<file path="src/rtl/seg_pkg.sv">
// Shared constants for the seven-segment scan driver: segment bit positions,
// the hex glyph table and the all-off pattern.
package seg_pkg;

  localparam int SEG_A  = 7;
  localparam int SEG_B  = 6;
  localparam int SEG_C  = 5;
  localparam int SEG_D  = 4;
  localparam int SEG_E  = 3;
  localparam int SEG_F  = 2;
  localparam int SEG_G  = 1;
  localparam int SEG_DP = 0;

  localparam logic [7:0] SEG_OFF = 8'h00;

  // Segments a..g occupy bits 7..1; bit 0 (dp) is always clear in the table.
  localparam logic [7:0] HEX_GLYPH [16] = '{
    8'hFC, 8'h60, 8'hDA, 8'hF2, 8'h66, 8'hB6, 8'hBE, 8'hE0,
    8'hFE, 8'hF6, 8'hEE, 8'h3E, 8'h9C, 8'h7A, 8'h9E, 8'h8E
  };

endpackage

</file>
<file path="src/rtl/hex_to_seg.sv">
// Combinational nibble + decimal-point to active-high segment pattern.
module hex_to_seg
  import seg_pkg::*;
(
  input  logic [3:0] nibble,
  input  logic       dp,
  output logic [7:0] seg
);

  assign seg = HEX_GLYPH[nibble] | (8'(dp) << SEG_DP);

endmodule

</file>
<file path="src/rtl/seg_scan_driver.sv">
// Time-multiplexed seven-segment scan driver with a dead cycle per digit.
// Optional feature: define SEG_LEADING_ZERO_BLANK_EN to blank leading zeros.
module seg_scan_driver
  import seg_pkg::*;
#(
  parameter int DIGITS  = 8,
  parameter int CLK_HZ  = 100_000_000,
  parameter int SCAN_HZ = 1000
) (
  input  logic                  clk,
  input  logic                  rst_n,
  input  logic                  load,
  input  logic [4*DIGITS-1:0]   data_in,
  input  logic [DIGITS-1:0]     dp_in,
  input  logic [DIGITS-1:0]     blank_in,
  output logic [7:0]            seg_out,
  output logic [DIGITS-1:0]     an_out,
  output logic                  frame_start
);

  localparam int DIV = CLK_HZ / SCAN_HZ;
  localparam int CW  = (DIV > 1) ? $clog2(DIV) : 1;
  localparam int IW  = (DIGITS > 1) ? $clog2(DIGITS) : 1;

  generate
    if (DIV < 2 || DIGITS < 1 || DIGITS > 16) begin : g_bad_cfg
      $error("seg_scan_driver: need CLK_HZ/SCAN_HZ >= 2 and 1 <= DIGITS <= 16");
    end
  endgenerate

  logic [CW-1:0]         cnt;
  logic [IW-1:0]         idx;
  logic [4*DIGITS-1:0]   data_q;
  logic [DIGITS-1:0]     dp_q;
  logic [DIGITS-1:0]     blank_q;
  logic [DIGITS-1:0]     blank_eff;
  logic [3:0]            cur_nibble;
  logic                  cur_dp;
  logic [7:0]            cur_seg;
  logic                  cnt_last;
  logic                  idx_last;
  logic                  dead;

  assign cnt_last = (cnt == CW'(DIV - 1));
  assign idx_last = (idx == IW'(DIGITS - 1));
  assign dead     = (cnt == '0);

  // NOTE: sequential state uses non-blocking assignments so every register
  // samples pre-edge values; blocking here would create order-dependent races.
  always_ff @(posedge clk or negedge rst_n) begin
    if (!rst_n) begin
      cnt <= '0;
      idx <= '0;
    end else if (cnt_last) begin
      cnt <= '0;
      idx <= idx_last ? '0 : idx + 1'b1;
    end else begin
      cnt <= cnt + 1'b1;
    end
  end

  // Shadows are plain flops, not a memory, so clearing them on reset is cheap.
  always_ff @(posedge clk or negedge rst_n) begin
    if (!rst_n) begin
      data_q  <= '0;
      dp_q    <= '0;
      blank_q <= '0;
    end else if (load) begin
      data_q  <= data_in;
      dp_q    <= dp_in;
      blank_q <= blank_in;
    end
  end

`ifdef SEG_LEADING_ZERO_BLANK_EN
  // Walk from the most significant digit down; a digit stays in the blank run
  // only while it and every digit above it is a zero with no decimal point.
  logic [DIGITS-1:0] lz_mask;
  logic              run;

  // NOTE: every variable assigned in always_comb gets a default first, so no
  // path can leave it unassigned and infer a latch.
  always_comb begin
    lz_mask = '0;
    run     = 1'b1;
    for (int i = DIGITS - 1; i >= 1; i--) begin
      run        = run && (data_q[4*i +: 4] == 4'h0) && !dp_q[i];
      lz_mask[i] = run;
    end
  end

  assign blank_eff = blank_q | lz_mask;
`else
  assign blank_eff = blank_q;
`endif

  assign cur_nibble = data_q[4*idx +: 4];
  assign cur_dp     = dp_q[idx];

  hex_to_seg u_hex_to_seg (
    .nibble (cur_nibble),
    .dp     (cur_dp),
    .seg    (cur_seg)
  );

  // The dead cycle fetches the new glyph with every anode off; the dwell
  // cycles then light the digit with that glyph held steady.
  always_ff @(posedge clk or negedge rst_n) begin
    if (!rst_n) begin
      seg_out     <= SEG_OFF;
      an_out      <= '0;
      frame_start <= 1'b0;
    end else if (dead) begin
      seg_out     <= blank_eff[idx] ? SEG_OFF : cur_seg;
      an_out      <= '0;
      frame_start <= (idx == '0);
    end else begin
      an_out      <= DIGITS'(1) << idx;
      frame_start <= 1'b0;
    end
  end

endmodule
</file>
<file path="config.mk">
export PLATFORM = sky130hd
export DESIGN_NAME = seg_scan_driver
export DESIGN_NICKNAME = d
export VERILOG_FILES = /design/src/rtl/seg_pkg.sv /design/src/rtl/hex_to_seg.sv /design/src/rtl/seg_scan_driver.sv
export SDC_FILE = /design/constraint.sdc
export NUM_CORES = 1
export LEC_CHECK = 0
export ABC_AREA = 1
export BUFFER_PORTS_ARGS = -buffer_cell sky130_fd_sc_hd__buf_2
export CAP_MARGIN = 10
export CORE_MARGIN = 2
export CORE_UTILIZATION = 51
export DETAILED_ROUTE_END_ITERATION = 7
export GPL_TIMING_DRIVEN = 0
export HOLD_SLACK_MARGIN = 0.12
export PLACE_DENSITY = 0.76
export SLEW_MARGIN = 20
export SYNTH_ARGS = -nofsm -noshare
export SYNTH_HDL_FRONTEND = slang
export SYNTH_SLANG_ARGS = --single-unit
</file>
<file path="constraint.sdc">
create_clock -name clk -period 1.75 [get_ports clk]
set_input_delay 0.35 -clock clk [delete_from_list [all_inputs] [get_ports clk]]
set_output_delay 0.35 -clock clk [all_outputs]
set_load 0.03 [all_outputs]
</file>
### Yosys cells after proc, flatten, opt, wreduce, memory -nomap -nowiden

Memories as Yosys holds them, arrays and structs flattened.
Index checks and enable logic that the tools add are counted.

| word-level totals | value |
|---|---|
| register bits | 85 |
| memories kept | 1 |
| memory bits (read-only) | 128 |
| bits of input ports | 51 |
| logic and storage cells | 32 |

| cells by class | value |
|---|---|
| multiplexer cells | 11 |
| reductions and logical operators | 2 |
| $add $sub $neg | 2 |
| eq/ne operators | 2 |
| bitwise gates (word level) | 2 |
| shift operators | 2 |
| magnitude comparators | 2 |

Memories:

| memory | words | width | read ports | clocked after Yosys merged registers in | wr ports | line | source |
|---|---|---|---|---|---|---|---|
| (name not given) | 16 | 8 | 1 | 0 | 0 | hex_to_seg.sv:10 | `assign seg = HEX_GLYPH[nibble] \| (8'(dp) << SEG_DP);` |

Operator list:

| kind | number |
|---|---|
| 2-to-1 mux 8 bit | 4 |
| variable part select 32 x 6 -> 4 bit | 1 |
| adder 17 x 1 -> 17 bit, second input constant | 1 |
| == test 17 bit, second input constant | 1 |
| logical NOT 17 bit | 1 |
| 2-to-1 mux 17 bit | 1 |
| OR 8 x 1 -> 8 bit | 1 |
| << shifter 1 x 3 -> 8 bit, first input constant | 1 |
| binary-select mux 1 bit (select 3 bit) | 2 |
| greater-or-equal comparator 5 bit, second input constant | 1 |
| NOT 4 -> 5 bit | 1 |
| < comparator 3 x 4 -> 1 bit, second input constant | 1 |
| adder 3 x 1 -> 3 bit, second input constant | 1 |
| == test 3 bit, second input constant | 1 |
| logical NOT 3 bit | 1 |
| 2-to-1 mux 1 bit | 3 |
| 2-to-1 mux 3 bit | 1 |

### Logic depth before layout (Yosys ltp)

| logic depth | value |
|---|---|
| depth in word-level cells | 7 |
| mapped depth | 14 |

### By module

From an unflattened synthesis, not the netlist that was laid out.

| second synthesis, totals | value |
|---|---|
| cells, all modules | 564 |
| area total of the unflattened synthesis | 4,438.0 µm² |

Modules (own cells, without submodules):

| module | times used | area an instance (µm²) | cells an instance |
|---|---|---|---|
| seg_scan_driver | 1 | 4,160.2 | 511 |
| hex_to_seg | 1 | 277.8 | 53 |

### Worst setup path before layout

Ideal clock, no wire load.

| path | value |
|---|---|
| kind | register -> register |
| from | register idx[1] |
| to | register seg_out[4] |
| required time | 1.633 ns |
| cell stages (with the launch flop) | 11 |
| arrival | 1.571 ns |
| library setup time | 0.117 ns |
| path slack | 0.062 ns |
| path through | dfrtp_1 inv_1 buf_4 nand3_1 nand3_1 nand2_1 ha_1 nand2_1 nand3_1 nand3_1 nand2_1 |

| between the ends | value |
|---|---|
| longest elaborated chain between the ends | 7 |
| elaborated cells on any way between the ends | 9 |

Ends and longest elaborated chain:

| item | line | source |
|---|---|---|
| start, declared | seg_scan_driver.sv:32 | `logic [IW-1:0] idx;` |
| start signal, assigned | seg_scan_driver.sv:56 | `idx <= idx_last ? '0 : idx + 1'b1;` |
| variable part select 32 x 6 -> 4 bit | seg_scan_driver.sv:97 | `assign cur_nibble = data_q[4*idx +: 4];` |
| NOT 4 -> 5 bit (not written as such) | hex_to_seg.sv:10 |  |
| memory read (16 x 8 bit) | -- |  |
| 2-to-1 mux 8 bit (not written as such) (2 in a row) | hex_to_seg.sv:10 |  |
| OR 8 x 1 -> 8 bit | hex_to_seg.sv:10 |  |
| 2-to-1 mux 8 bit (*) | seg_scan_driver.sv:114 | `seg_out <= blank_eff[idx] ? SEG_OFF : cur_seg;` |
| end signal, assigned | seg_scan_driver.sv:114 |  |
| end, declared | seg_scan_driver.sv:16 | `output logic [7:0] seg_out,` |

Mark *: on every way between the ends. The rest lies on a longest branch, timed or not. The select of a mux whose other input is x is not followed.
A chain may end at the register's enable or synchronous reset.

### Worst setup path after layout

| path | value |
|---|---|
| from | register idx[0] |
| to | register seg_out[3] |

The elaborated chain is that of the path after synthesis.

==> metrics.yaml <==
floorplan.initialDensity_pct: 53.1
antenna-diode-count: 0
cts_root_buf: "clkbuf_8"
start_kind: "register"
power_leakage_nw: 2.72
critical_path_class: "register to register"
cts_buffers: 9
synth_area_um2: 4400
crit_path_max_fanout: 6
nets: 664
synth_edf_count: 0
cp.required_ns: 2.00
max_freq_mhz: 547
final-setup-viol-count: 7
cts.reportedPaths.clkPinSlew_ns: 0.09
grt_usage_pct: 22.6
fin_crit_sh_pct: 104
synth_top_area_share_pct: 48.3
rows: 33
port-buffer-count: 66
synth_cell_types: 32
synth_area_leaders: "dfrtp_1 48%, nand2_1 11%, mux2_2 7.2%, nand3_1 4.4%, inv_1 4.4%"
synth-seq-cells: 85
drtIter0Drc: 206
htree_levels: 3
grt_pass1_vias: 3771
synthSimpleGateAreaFrac_pct: 25.3
violations: "negative setup slack"
r2r-start: "idx[0]"
vias_per_cell: 5.23
grt_first_pass_wirelength_mm: 17.4
status: "finished, violations left"
min_path_cells: 3
met1_length_mm: 4.74
cts_tree: "yes"
postLayoutCellArea_um2: 5500
rr_worst_depth: 13
fin_skew_ns: 0.0115
detail-route-antenna-nets: 0
post_drt_wl_per_cell_um: 15.1
synth_ff_type: "dfrtp_1"
yosysTopAreaCell: "dfrtp_1"
routed-via-count: 3708
netlist_instances: 505
wl_met2_mm: 5.30
multiInputGateArea_um2: 2130
fill_cells: 638
cp.arrival_ns: 2.08
die_w_um: 96.9
drive_gt1_share_pct: 36.1
finalHoldViolations: 0
min_path_type: "input pin to register"
ctsLongestPathBuffers: 2
wl_mm: 10.7
top_layer: "met4"
grt_max_degree: 51
p_per_area_nw_per_um2: 756
min_from: "data_in[4]"
cts_sinks: 85
routed-wl-met3_um: 534
synth-xor-area-share_pct: 1.79
synth_top_family_by_area: "simple AND/OR/NAND/NOR gates"
slew_viol_final: 0
firstDrtPassIters: 4
rsz0062_at_grt: "yes"
drcViolationCount: 0
areaGrowthSynthToFinish_pct: 24.9
dpl_cell_area_um2: 4890
r2r-end: "seg_out[3]"
fin_util_pct: 66.3
ir_worst_vdd_mv: 0.573
holdPathEnd: "data_q[4]"
dp_hpwl_mm: 7.22
grt-ovfl-total: 0
antenna_found_initial: 0
die-area_um2: 9390
critPathCaptureType: "register"
setup.reg_to_reg.worst_slack_ns: -0.08
avgSynthCellArea_um2: 8.72
ys_warn_count: 0
min_period_ns: 1.83
synth_fp_nets: 570
muxShareOfSynthArea_pct: 7.16
gp_congestion: 0.938
synthTopCellsByCount: "128 x nand2_1, 85 x dfrtp_1, 52 x inv_1"
setup_slack_ns: -0.0766
synth_compound_area_share_pct: 5.43
async_flop_share_pct: 100
worst_slew_pin_slew_ns: 0.568
die_y_um: 96.9
synthAdderAreaFrac_pct: 3.98
ioPinCount: 68
worstSkewPairLatency_ns: 0.37
synth.most_common_cell: "nand2_1"
drv_cap: 0
regArea_um2: 2130
slew_headroom_pct: 62.1
seq_area_frac_synth_pct: 48.3
core_um2: 8300
==> worst max-delay path by stage <==
stage,from,to,slack [ns],cells after the start
floorplan,idx[1],seg_out[4],0.06,10
global placement,rst_n,blank_eff[7],-0.33,1
detailed placement,idx[1],seg_out[4],-0.30,10
CTS,idx[0],seg_out[3],0.0005,12
global route,idx[0],seg_out[7],-0.20,14
finish,idx[0],seg_out[3],-0.08,13
==> critical path, stage by stage (launching register included) <==
cell      delay [ns]
dfrtp_1         0.39
buf_6           0.16
clkinv_8        0.07
buf_8           0.13
nand2_2         0.06
nand3_2         0.09
nand3_2         0.11
nand2_4         0.09
buf_4           0.15
ha_1            0.18
nand2_1         0.06
nand3_1         0.09
nand2_1         0.07
o21ai_1         0.05
==> report_power, final <==
part | internal [mW] | switching [mW]
registers | 2.09 | 0.0587
logic | 0.235 | 0.334
clock network | 0.679 | 0.766
total | 3.00 | 1.16
==> timing repair <==
action,4_1_cts,5_1_grt
hold buffers,1,0
pin swaps,5,17
gates resized for setup,28,42
cloned,1,0
endpoints found under the setup margin,7,12
setup buffers,7,7
hold endpoints to repair,35,0
==> final cells by class <==
class / count / share of cell area (%)
Tap cell: 105 / 2.39
Clock inverter: 7 / 1.48
Clock buffer: 9 / 2.25
Buffer: 17 / 2.50
Multi-Input combinational cell: 341 / 38.8
Sequential cell: 85 / 38.7
Timing Repair Buffer: 83 / 9.30
Inverter: 62 / 4.57
==> layer usage <==
| metal | vias to the layer above | global-route usage (%) |
|---|---|---|
| met4 | 0 | 6.83 |
| met2 | 113 | 36.9 |
| met1 | 1764 | 30.1 |
| li1 | 1815 | - |
| met5 | - | 0 |
| met3 | 16 | 5.27 |
==> flip-flops by register name (all words and copies together), names as in the netlist <==
name,flops
an_out,8
blank_eff,8
idx,3
seg_out,8
frame_start,1
data_q,32
cnt,17
dp_q,8
==> through the flow <==
stage	std cells	worst slack [ns]	total power [mW]	hold slack, ns	setup TNS [ns]
floorplan	505	0.0620	2.47	0.0544	0
global placement	676	-0.327	2.64	0.450	-28.99
detailed placement	677	-0.299	2.67	0.344	-1.85
CTS	702	0.000523	4.12	0.189	0
global route	709	-0.203	4.35	0.195	-1.15
finish	709	-0.0766	4.16	0.187	-0.209
==> cells in the final DEF (no fill, tap or decap), types with 10 or more instances in the layout <==
master	netlist	layout
a21oi_1	10	10
buf_2	7	70
buf_4	2	15
dfrtp_1	85	84
ha_1	14	10
inv_1	52	47
inv_2	8	11
mux2_2	28	28
nand2_1	128	107
nand2_2	10	25
nand3_1	39	26
nand3_2	4	16
nor2_1	30	29
nor3_1	15	15
o21ai_0	31	30
==> logic make-up (layout without fill, tap and decap cells) <==
logic type | count (synthesis) | count (layout)
simple gates | 243 | 243
buf+inv | 79 | 178
xor+xnor | 9 | 9
fa+ha+maj | 14 | 14
mux | 28 | 28
flops | 85 | 85
compound gates | 47 | 47
Note: power is estimated with default switching activity, not from simulation.
